<file path="config.mk">
export PLATFORM = sky130hd
export DESIGN_NAME = pci_conf_cycle_ctrl
export DESIGN_NICKNAME = d
export VERILOG_FILES = /design/src/rtl/pci_conf_cycle_ctrl.sv
export SDC_FILE = /design/constraint.sdc
export NUM_CORES = 1
export LEC_CHECK = 0
export BUFFER_PORTS_ARGS = -buffer_cell sky130_fd_sc_hd__buf_2
export CAP_MARGIN = 10
export CORE_ASPECT_RATIO = 0.5
export CORE_MARGIN = 1
export CORE_UTILIZATION = 49
export DETAILED_ROUTE_END_ITERATION = 16
export GPL_TIMING_DRIVEN = 0
export PLACE_DENSITY_LB_ADDON = 0.05
export SYNTH_ARGS = -nofsm -noshare
export SYNTH_HDL_FRONTEND = slang
export SYNTH_SLANG_ARGS = --single-unit
</file>
<file path="constraint.sdc">
create_clock -name wb_clk_i -period 8.4 [get_ports wb_clk_i]
set_clock_uncertainty 0.1 [all_clocks]
set_input_delay 1.68 -clock wb_clk_i [delete_from_list [all_inputs] [get_ports wb_clk_i]]
set_output_delay 1.68 -clock wb_clk_i [all_outputs]
set_load 0.05 [all_outputs]
</file>
<file path="src/rtl/pci_conf_cycle_ctrl.sv">
// pci_conf_cycle_ctrl: Wishbone slave for the bridge's CNF_ADDR, CNF_DATA and
// INT_ACK registers. CNF_DATA and INT_ACK accesses become one PCI configuration
// or interrupt-acknowledge request to the PCI master. The Wishbone ack is held
// until that request completes or aborts.
// Optional build macro: PCI_CONF_TIMEOUT_EN. When defined, a PCI request that
// waits TIMEOUT_CYCLES cycles without cyc_done_i is forced to an abort.
module pci_conf_cycle_ctrl #(
    parameter int unsigned TIMEOUT_CYCLES = 1024,
    parameter int unsigned MAX_IDSEL_DEV  = 20
) (
    input  logic        wb_clk_i,
    input  logic        wb_rst_i,
    input  logic        wb_cyc_i,
    input  logic        wb_stb_i,
    input  logic        wb_we_i,
    input  logic [11:0] wb_adr_i,
    input  logic [3:0]  wb_sel_i,
    input  logic [31:0] wb_dat_i,
    output logic [31:0] wb_dat_o,
    output logic        wb_ack_o,
    output logic        wb_err_o,
    output logic        cyc_req_o,
    output logic [1:0]  cyc_type_o,
    output logic [31:0] cyc_addr_o,
    output logic [3:0]  cyc_be_o,
    output logic [31:0] cyc_wdata_o,
    input  logic        cyc_done_i,
    input  logic [31:0] cyc_rdata_i,
    input  logic        cyc_abort_i,
    output logic        conf_busy_o
);

    localparam logic [11:0] CNF_ADDR_OFS = 12'h1E0;
    localparam logic [11:0] CNF_DATA_OFS = 12'h1E4;
    localparam logic [11:0] INT_ACK_OFS  = 12'h1E8;
    localparam logic [1:0]  CYC_IACK     = 2'b10;

    typedef enum logic [1:0] {IDLE, ISSUE, ACK} state_t;

    state_t      state;
    logic        cnf_abort;
    logic [23:0] cnf_addr;
    logic        wb_dropped;

    logic        take;
    logic        hit_addr;
    logic        hit_data;
    logic        hit_iack;
    logic [4:0]  cnf_dev;
    logic        cnf_type0;
    logic        idsel_ok;
    logic [31:0] cfg_addr;
    logic        timed_out;
    logic        finish_now;
    logic        abort_now;

    if (TIMEOUT_CYCLES == 0) begin : g_bad_timeout
        $error("TIMEOUT_CYCLES must be nonzero");
    end

    // Access decode and PCI configuration address generation
    always_comb begin
        // While ack/err is showing, the master's strobe belongs to the finished access
        take      = wb_cyc_i & wb_stb_i & ~wb_ack_o & ~wb_err_o;
        hit_addr  = (wb_adr_i == CNF_ADDR_OFS);
        hit_data  = (wb_adr_i == CNF_DATA_OFS);
        hit_iack  = (wb_adr_i == INT_ACK_OFS);
        cnf_dev   = cnf_addr[15:11];
        cnf_type0 = (cnf_addr[1:0] == 2'b00);
        idsel_ok  = (32'(cnf_dev) <= MAX_IDSEL_DEV);
        if (cnf_type0) begin
            cfg_addr = (32'h0000_0800 << cnf_dev) | {21'b0, cnf_addr[10:2], 2'b00};
        end else begin
            cfg_addr = {8'h00, cnf_addr[23:2], 2'b01};
        end
        finish_now = cyc_done_i | timed_out;
        abort_now  = cyc_done_i ? cyc_abort_i : timed_out;
    end

`ifdef PCI_CONF_TIMEOUT_EN
    localparam int unsigned      TMO_W    = $clog2(TIMEOUT_CYCLES + 1);
    localparam logic [TMO_W-1:0] TMO_LAST = TMO_W'(TIMEOUT_CYCLES - 1);

    logic [TMO_W-1:0] tmo_cnt;

    // Count cycles spent waiting on the PCI master; cleared outside ISSUE
    always_ff @(posedge wb_clk_i or posedge wb_rst_i) begin
        if (wb_rst_i) begin
            tmo_cnt <= '0;
        end else if (state == ISSUE && !cyc_done_i) begin
            tmo_cnt <= tmo_cnt + TMO_W'(1);
        end else begin
            tmo_cnt <= '0;
        end
    end

    assign timed_out = (state == ISSUE) && (tmo_cnt == TMO_LAST);
`else
    assign timed_out = 1'b0;
`endif

    // Control FSM, CNF_ADDR register and all registered outputs
    always_ff @(posedge wb_clk_i or posedge wb_rst_i) begin
        if (wb_rst_i) begin
            state       <= IDLE;
            cnf_abort   <= 1'b0;
            cnf_addr    <= '0;
            wb_dropped  <= 1'b0;
            wb_dat_o    <= '0;
            wb_ack_o    <= 1'b0;
            wb_err_o    <= 1'b0;
            cyc_req_o   <= 1'b0;
            cyc_type_o  <= '0;
            cyc_addr_o  <= '0;
            cyc_be_o    <= '0;
            cyc_wdata_o <= '0;
            conf_busy_o <= 1'b0;
        end else begin
            wb_ack_o <= 1'b0;
            wb_err_o <= 1'b0;
            wb_dat_o <= '0;
            case (state)
                IDLE: begin
                    if (take) begin
                        if (hit_addr) begin
                            wb_ack_o <= 1'b1;
                            if (wb_we_i) begin
                                if (wb_sel_i[0]) cnf_addr[7:0]   <= wb_dat_i[7:0];
                                if (wb_sel_i[1]) cnf_addr[15:8]  <= wb_dat_i[15:8];
                                if (wb_sel_i[2]) cnf_addr[23:16] <= wb_dat_i[23:16];
                                if (wb_sel_i[3] && wb_dat_i[31]) cnf_abort <= 1'b0;
                            end else begin
                                wb_dat_o <= {cnf_abort, 7'b0, cnf_addr};
                            end
                        end else if (hit_iack && !wb_we_i) begin
                            cyc_req_o   <= 1'b1;
                            conf_busy_o <= 1'b1;
                            cyc_type_o  <= CYC_IACK;
                            cyc_addr_o  <= '0;
                            cyc_be_o    <= '1;
                            cyc_wdata_o <= wb_dat_i;
                            wb_dropped  <= 1'b0;
                            state       <= ISSUE;
                        end else if (hit_data) begin
                            if (cnf_type0 && !idsel_ok) begin
                                // No IDSEL line exists for this device: fail locally
                                wb_ack_o  <= 1'b1;
                                cnf_abort <= 1'b1;
                                if (!wb_we_i) wb_dat_o <= '1;
                            end else begin
                                cyc_req_o   <= 1'b1;
                                conf_busy_o <= 1'b1;
                                cyc_type_o  <= {1'b0, wb_we_i};
                                cyc_addr_o  <= cfg_addr;
                                cyc_be_o    <= wb_sel_i;
                                cyc_wdata_o <= wb_dat_i;
                                wb_dropped  <= 1'b0;
                                state       <= ISSUE;
                            end
                        end else begin
                            wb_err_o <= 1'b1;
                        end
                    end
                end
                ISSUE: begin
                    if (!wb_cyc_i) wb_dropped <= 1'b1;
                    if (finish_now) begin
                        cyc_req_o   <= 1'b0;
                        conf_busy_o <= 1'b0;
                        state       <= ACK;
                        if (abort_now) cnf_abort <= 1'b1;
                        // An abandoned Wishbone cycle still lets the PCI cycle finish
                        if (!wb_dropped && wb_cyc_i) begin
                            wb_ack_o <= 1'b1;
                            wb_dat_o <= abort_now ? '1 : cyc_rdata_i;
                        end
                    end
                end
                ACK: begin
                    state <= IDLE;
                end
                default: begin
                    state <= IDLE;
                end
            endcase
        end
    end

endmodule

</file>
Word-level counts from Yosys, hierarchy flattened
Index checks and enable logic that the tools add are counted.
Widths: inputs -> output; s select.
{"block": "totals", "ff_bits": 133, "output_inout_bits": 106, "elab_cells": 128}
{"block": "op_classes", "magnitude_cmp": 1, "n_eq_ne": 17, "n_shift": 1, "n_mux": 69, "bitwise_logic": 7, "reduce_logical": 19}
{"cell": "$mux 32", "n": 17}
{"cell": "$pmux 32 s2", "n": 1}
{"cell": "$eq 12x9->1 const B", "n": 3}
{"cell": "$mux 1", "n": 34}
{"cell": "$or 32x11->32", "n": 1}
{"cell": "$shl 12x5->32 const A", "n": 1}
{"cell": "$reduce_and 5->1", "n": 5}
{"cell": "$ne 3x3->1 const B", "n": 7}
{"cell": "$mux 2", "n": 9}
{"cell": "$mux 4", "n": 3}
{"cell": "$ne 2x2->1 const B", "n": 6}
{"cell": "$reduce_and 6->1", "n": 2}
{"cell": "$reduce_and 9->1", "n": 1}
{"cell": "$pmux 1 s2", "n": 4}
{"cell": "$le 5x5->1 const B", "n": 1}
{"cell": "$logic_and 1x1->1", "n": 4}
{"cell": "$logic_not 2->1", "n": 2}
{"cell": "$pmux 2 s2", "n": 1}
{"cell": "$reduce_bool 2->1", "n": 2}
{"cell": "$and 1x1->1", "n": 3}
{"cell": "$logic_not 1->1", "n": 3}
{"cell": "$not 1->1", "n": 3}
{"cell": "$eq 2x1->1 const B", "n": 1}

Depth between registers and ports, before layout
{"block": "depth", "ltp_word": 9, "depth_mapped": 8, "mapped_depth_nobuf": 4}

Least setup slack after synthesis
Ideal clock, no wire load.
{"block": "synth_timing", "path_type": "input to register", "from": "input port wb_adr_i[1]", "to": "register cyc_wdata_o[1]", "arrival_ns": 3.523, "required_time_ns": 8.172, "slack_ns": 4.649, "cell_stages": 6, "cell_sequence": "or4b_4 > nor4_4 > o211a_1 > buf_2 > buf_4 > mux2_1"}
{"block": "synth_between", "elab_chain_cells": 4, "elab_cells_between_ends": 9}
{"element": "from (decl)", "line_no": "16", "rtl": "input logic [11:0] wb_adr_i,"}
{"element": "$eq 12x9->1", "line_no": "67", "rtl": "hit_iack = (wb_adr_i == INT_ACK_OFS);"}
{"element": "$logic_and 1x1->1", "line_no": "135", "rtl": "end else if (hit_iack && !wb_we_i) begin"}
{"element": "$ne 2x2->1 (no source line) / $reduce_bool 2->1 (equally long branches)"}
{"element": "$reduce_and 5->1 (no source line)"}
{"element": "to (signal assigned)", "line_no": "141", "rtl": "cyc_wdata_o <= wb_dat_i;"}
{"element": "to (signal assigned)", "line_no": "156", "rtl": "cyc_wdata_o <= wb_dat_i;"}
{"element": "to (decl)", "line_no": "26", "rtl": "output logic [31:0] cyc_wdata_o,"}
Parallel ways exist; a longest one is shown, timed or not.
A chain may end at the register's enable or synchronous reset.

Worst setup path after layout
{"block": "layout_timing", "from": "input port wb_we_i", "to": "register cyc_wdata_o[4]"}
{"block": "layout_between", "elab_chain_cells": 4, "elab_cells_between_ends": 6}
{"element": "from (decl)", "line_no": "15", "rtl": "input logic wb_we_i,"}
{"element": "$logic_not 1->1 (*)"}
{"element": "$logic_and 1x1->1 (*)", "line_no": "135"}
{"element": "$ne 2x2->1 (no source line) / $reduce_bool 2->1 (equally long branches)"}
{"element": "$reduce_and 5->1 (no source line)"}
Every way passes the cells marked *; elsewhere a longest branch is shown, timed or not.

==> results.md <==
* Status: complete, no violations
* Power per standard cell area at 192 nW/µm²
* Clock root cell: clkbuf_16
* Final Power at 1.51 mW
* Syn Inst Count at 520
* Async set-or-reset flop fraction in the synthesized netlist at 100%
* Setup CP Type: in2reg
* Critical Path AT at 3980 ps
* FP Rows at 28
* Routed vias/inst at 5.50
* WL/cell at 17.4 µm
* Drt first pass iters at 4
* Final WS setup at 4610 ps
* Die X-Extent at 159 µm
* Vias after detailed routing at 4987
* Pre-CTS setup slack at 4190 ps
* CTS resizes at 0
* Clock H-tree levels at 4
* Clk slew on worst S/H paths at 60 ps
* Core outline area at 11900 µm²
* P&R area growth vs syn at 30.4%
* Initial Utilization at 50.6%
* Worst EP required at 8590 ps
* GR Overflow Total at 0
* Count of cell types in the netlist at 49
* EDFF count, synth at 0
* Mean Syn Cell Area at 11.5 µm²
* Fmax at 264 MHz
* Wirelength, routed at 15800 µm
* Setup Buffers After CTS at 0
* Setup violators final at 0
* Setup tns final at 0 ps
* IO Count at 193
* Fillcell total at 971
* Register area share after synthesis at 55.0%
* Residual DRC at 0
* Syn Std Cell Area at 6010 µm²
* RSZ-0062 raised after global routing: false
* First-pass GRT wire length at 24600 µm
* LEAKAGE at 4.05 nW
* Count of pins over their slew limit at 0
* Post-Syn Nets at 607
* Hold buffer count at CTS at 0
* Final HPWL DP at 11500 µm
* Final Cycle Share at 45.1%
* Max cap viols at 0
* Gpl congestion at 0.823
* Peak VDD IR at 0.142 mV
* Placed cells at 875
* Total track usage at 26.1%
* Initial DRC count at 270
* Top_reg_cell synth: dfrtp_1
* Die area at 12700 µm²
* Worst-skew pair later-pin latency at 420 ps
* Clock sink count at 132
* Worst setup SP type: input pin
* Initial antenna violation count at 0
* Hold Slack at 381 ps
* Clock Tree Buf Depth at 2
* Relative slew slack at 54.4%
* Share of cells above drive strength 1 at 42.4%
* Post-Layout Cell Count at 906
* Hold Path Class: reg2reg
* Warnings from Yosys at 0
* Worst Tran Pin Value at 682 ps
* Tmin final at 3790 ps
* Crit end category: flip-flop
* Post-route ant nets at 0
* Antenna Cells at 0
* Die span in y at 80.3 µm
* CTS buffer count at 17
* Final net count at 816
* Seq cells post-synth at 132
* Vias in the first global route at 4644
* Pin count of the biggest net entering global routing at 84
* Max Fanout on Critical Path at 10
* Port Buffer Count at 189
* CTS tree: built
* Hold Vio Cnt, Final at 0
-- per-layer routing --
metal / vias to the layer above / wire (µm) / GRT usage, %
li1: 2322 / - / -
met1: 2467 / 7600 / 36.6
met2: 182 / 7040 / 39.7
met3: 16 / 1040 / 7.77
met4: 0 / 118 / 5.67
met5: - / 0 / 0
-- flip-flops by register name (all words and copies together) (netlist names) --
register	count
wb_dat_o	32
cyc_be_o	4
cnf_abort	1
wb_err_o	1
state	2
cnf_addr	24
cyc_type_o	2
conf_busy_o	1
wb_dropped	1
cyc_wdata_o	32
cyc_addr_o	31
wb_ack_o	1
-- stage by stage --
step	utilization, %	cell area [µm²]
floorplan	-	6010
global placement	60.3	7160
detailed placement	60.5	7190
CTS	66.0	7830
global route	66.0	7830
finish	66.0	7830
-- cells in the mapped netlist (3+ instances only) --
library cell,count,share of area (%)
mux2_2,73,14
dfrtp_1,132,55
nor3_1,33,2.8
nor2_1,16,1.0
buf_4,7,0.87
mux2i_1,14,2.3
a21oi_1,30,2.5
a2bb2oi_1,8,1.2
a41oi_1,25,3.6
nor3b_1,3,0.37
or4_1,4,0.50
nand4b_1,3,0.44
nor2b_1,3,0.31
clkbuf_1,40,2.5
nand2b_1,5,0.52
mux2_1,5,0.94
nand2_1,18,1.1
o21ai_0,40,3.3
nand3b_1,5,0.63
nand4_1,5,0.52
inv_1,17,1.1
-- critical path: stages --
cell	delay, ps
buf_2	140
or3b_1	460
a2111oi_1	650
o211a_1	240
buf_2	200
buf_4	260
mux2_1	340
-- path summary, 6_finish.rpt --
path	end	slack (ps)	start	cells past startpoint
worst max-delay path	cyc_wdata_o[4]	4610	wb_we_i	7
worst min-delay path	cyc_wdata_o[3]	380	cyc_wdata_o[3]	1
worst max register to register	cnf_addr[4]	5930	state[1]	5
worst min register to register	cyc_wdata_o[3]	380	cyc_wdata_o[3]	1
max in group asynchronous	cyc_addr_o[23]	6240	wb_rst_i	3
min in group asynchronous	cyc_addr_o[2]	1190	wb_rst_i	2
-- placed cells by master (no fill, tap or decap), types with 7 or more instances in the layout --
cell type	count
nor2_1	16
a41oi_1	25
mux2_2	73
dfrtp_1	132
clkbuf_1	40
nor3_1	33
buf_2	190
buf_4	7
nand2_1	18
a21oi_1	30
o21ai_0	40
a2bb2oi_1	8
inv_1	16
clkbuf_16	17
mux2i_1	14
-- kinds of logic after synthesis --
logic type | synth area share, %
flops | 55.0
buf+inv | 4.96
simple gates | 10.6
compound gates | 12.4
other cells | 0.0624
mux | 17.0
-- report_power, final --
part | total [mW] | switching, mW | internal (mW)
sequential | 0.638 | 0.000860 | 0.638
clock | 0.799 | 0.278 | 0.520
combinational | 0.0700 | 0.0458 | 0.0242
total | 1.51 | 0.325 | 1.18
-- cell type report --
cell class	instances	area (µm²)	area share [%]
Clock inverter	11	176	2.25
Timing Repair Buffer	190	973	12.4
Multi-Input combinational cell	320	2400	30.7
Clock buffer	20	467	5.96
Inverter	17	68.8	0.878
Sequential cell	132	3300	42.2
Tap cell	165	206	2.64
Buffer	51	234	2.99
Power figures use the tool's default switching activity.
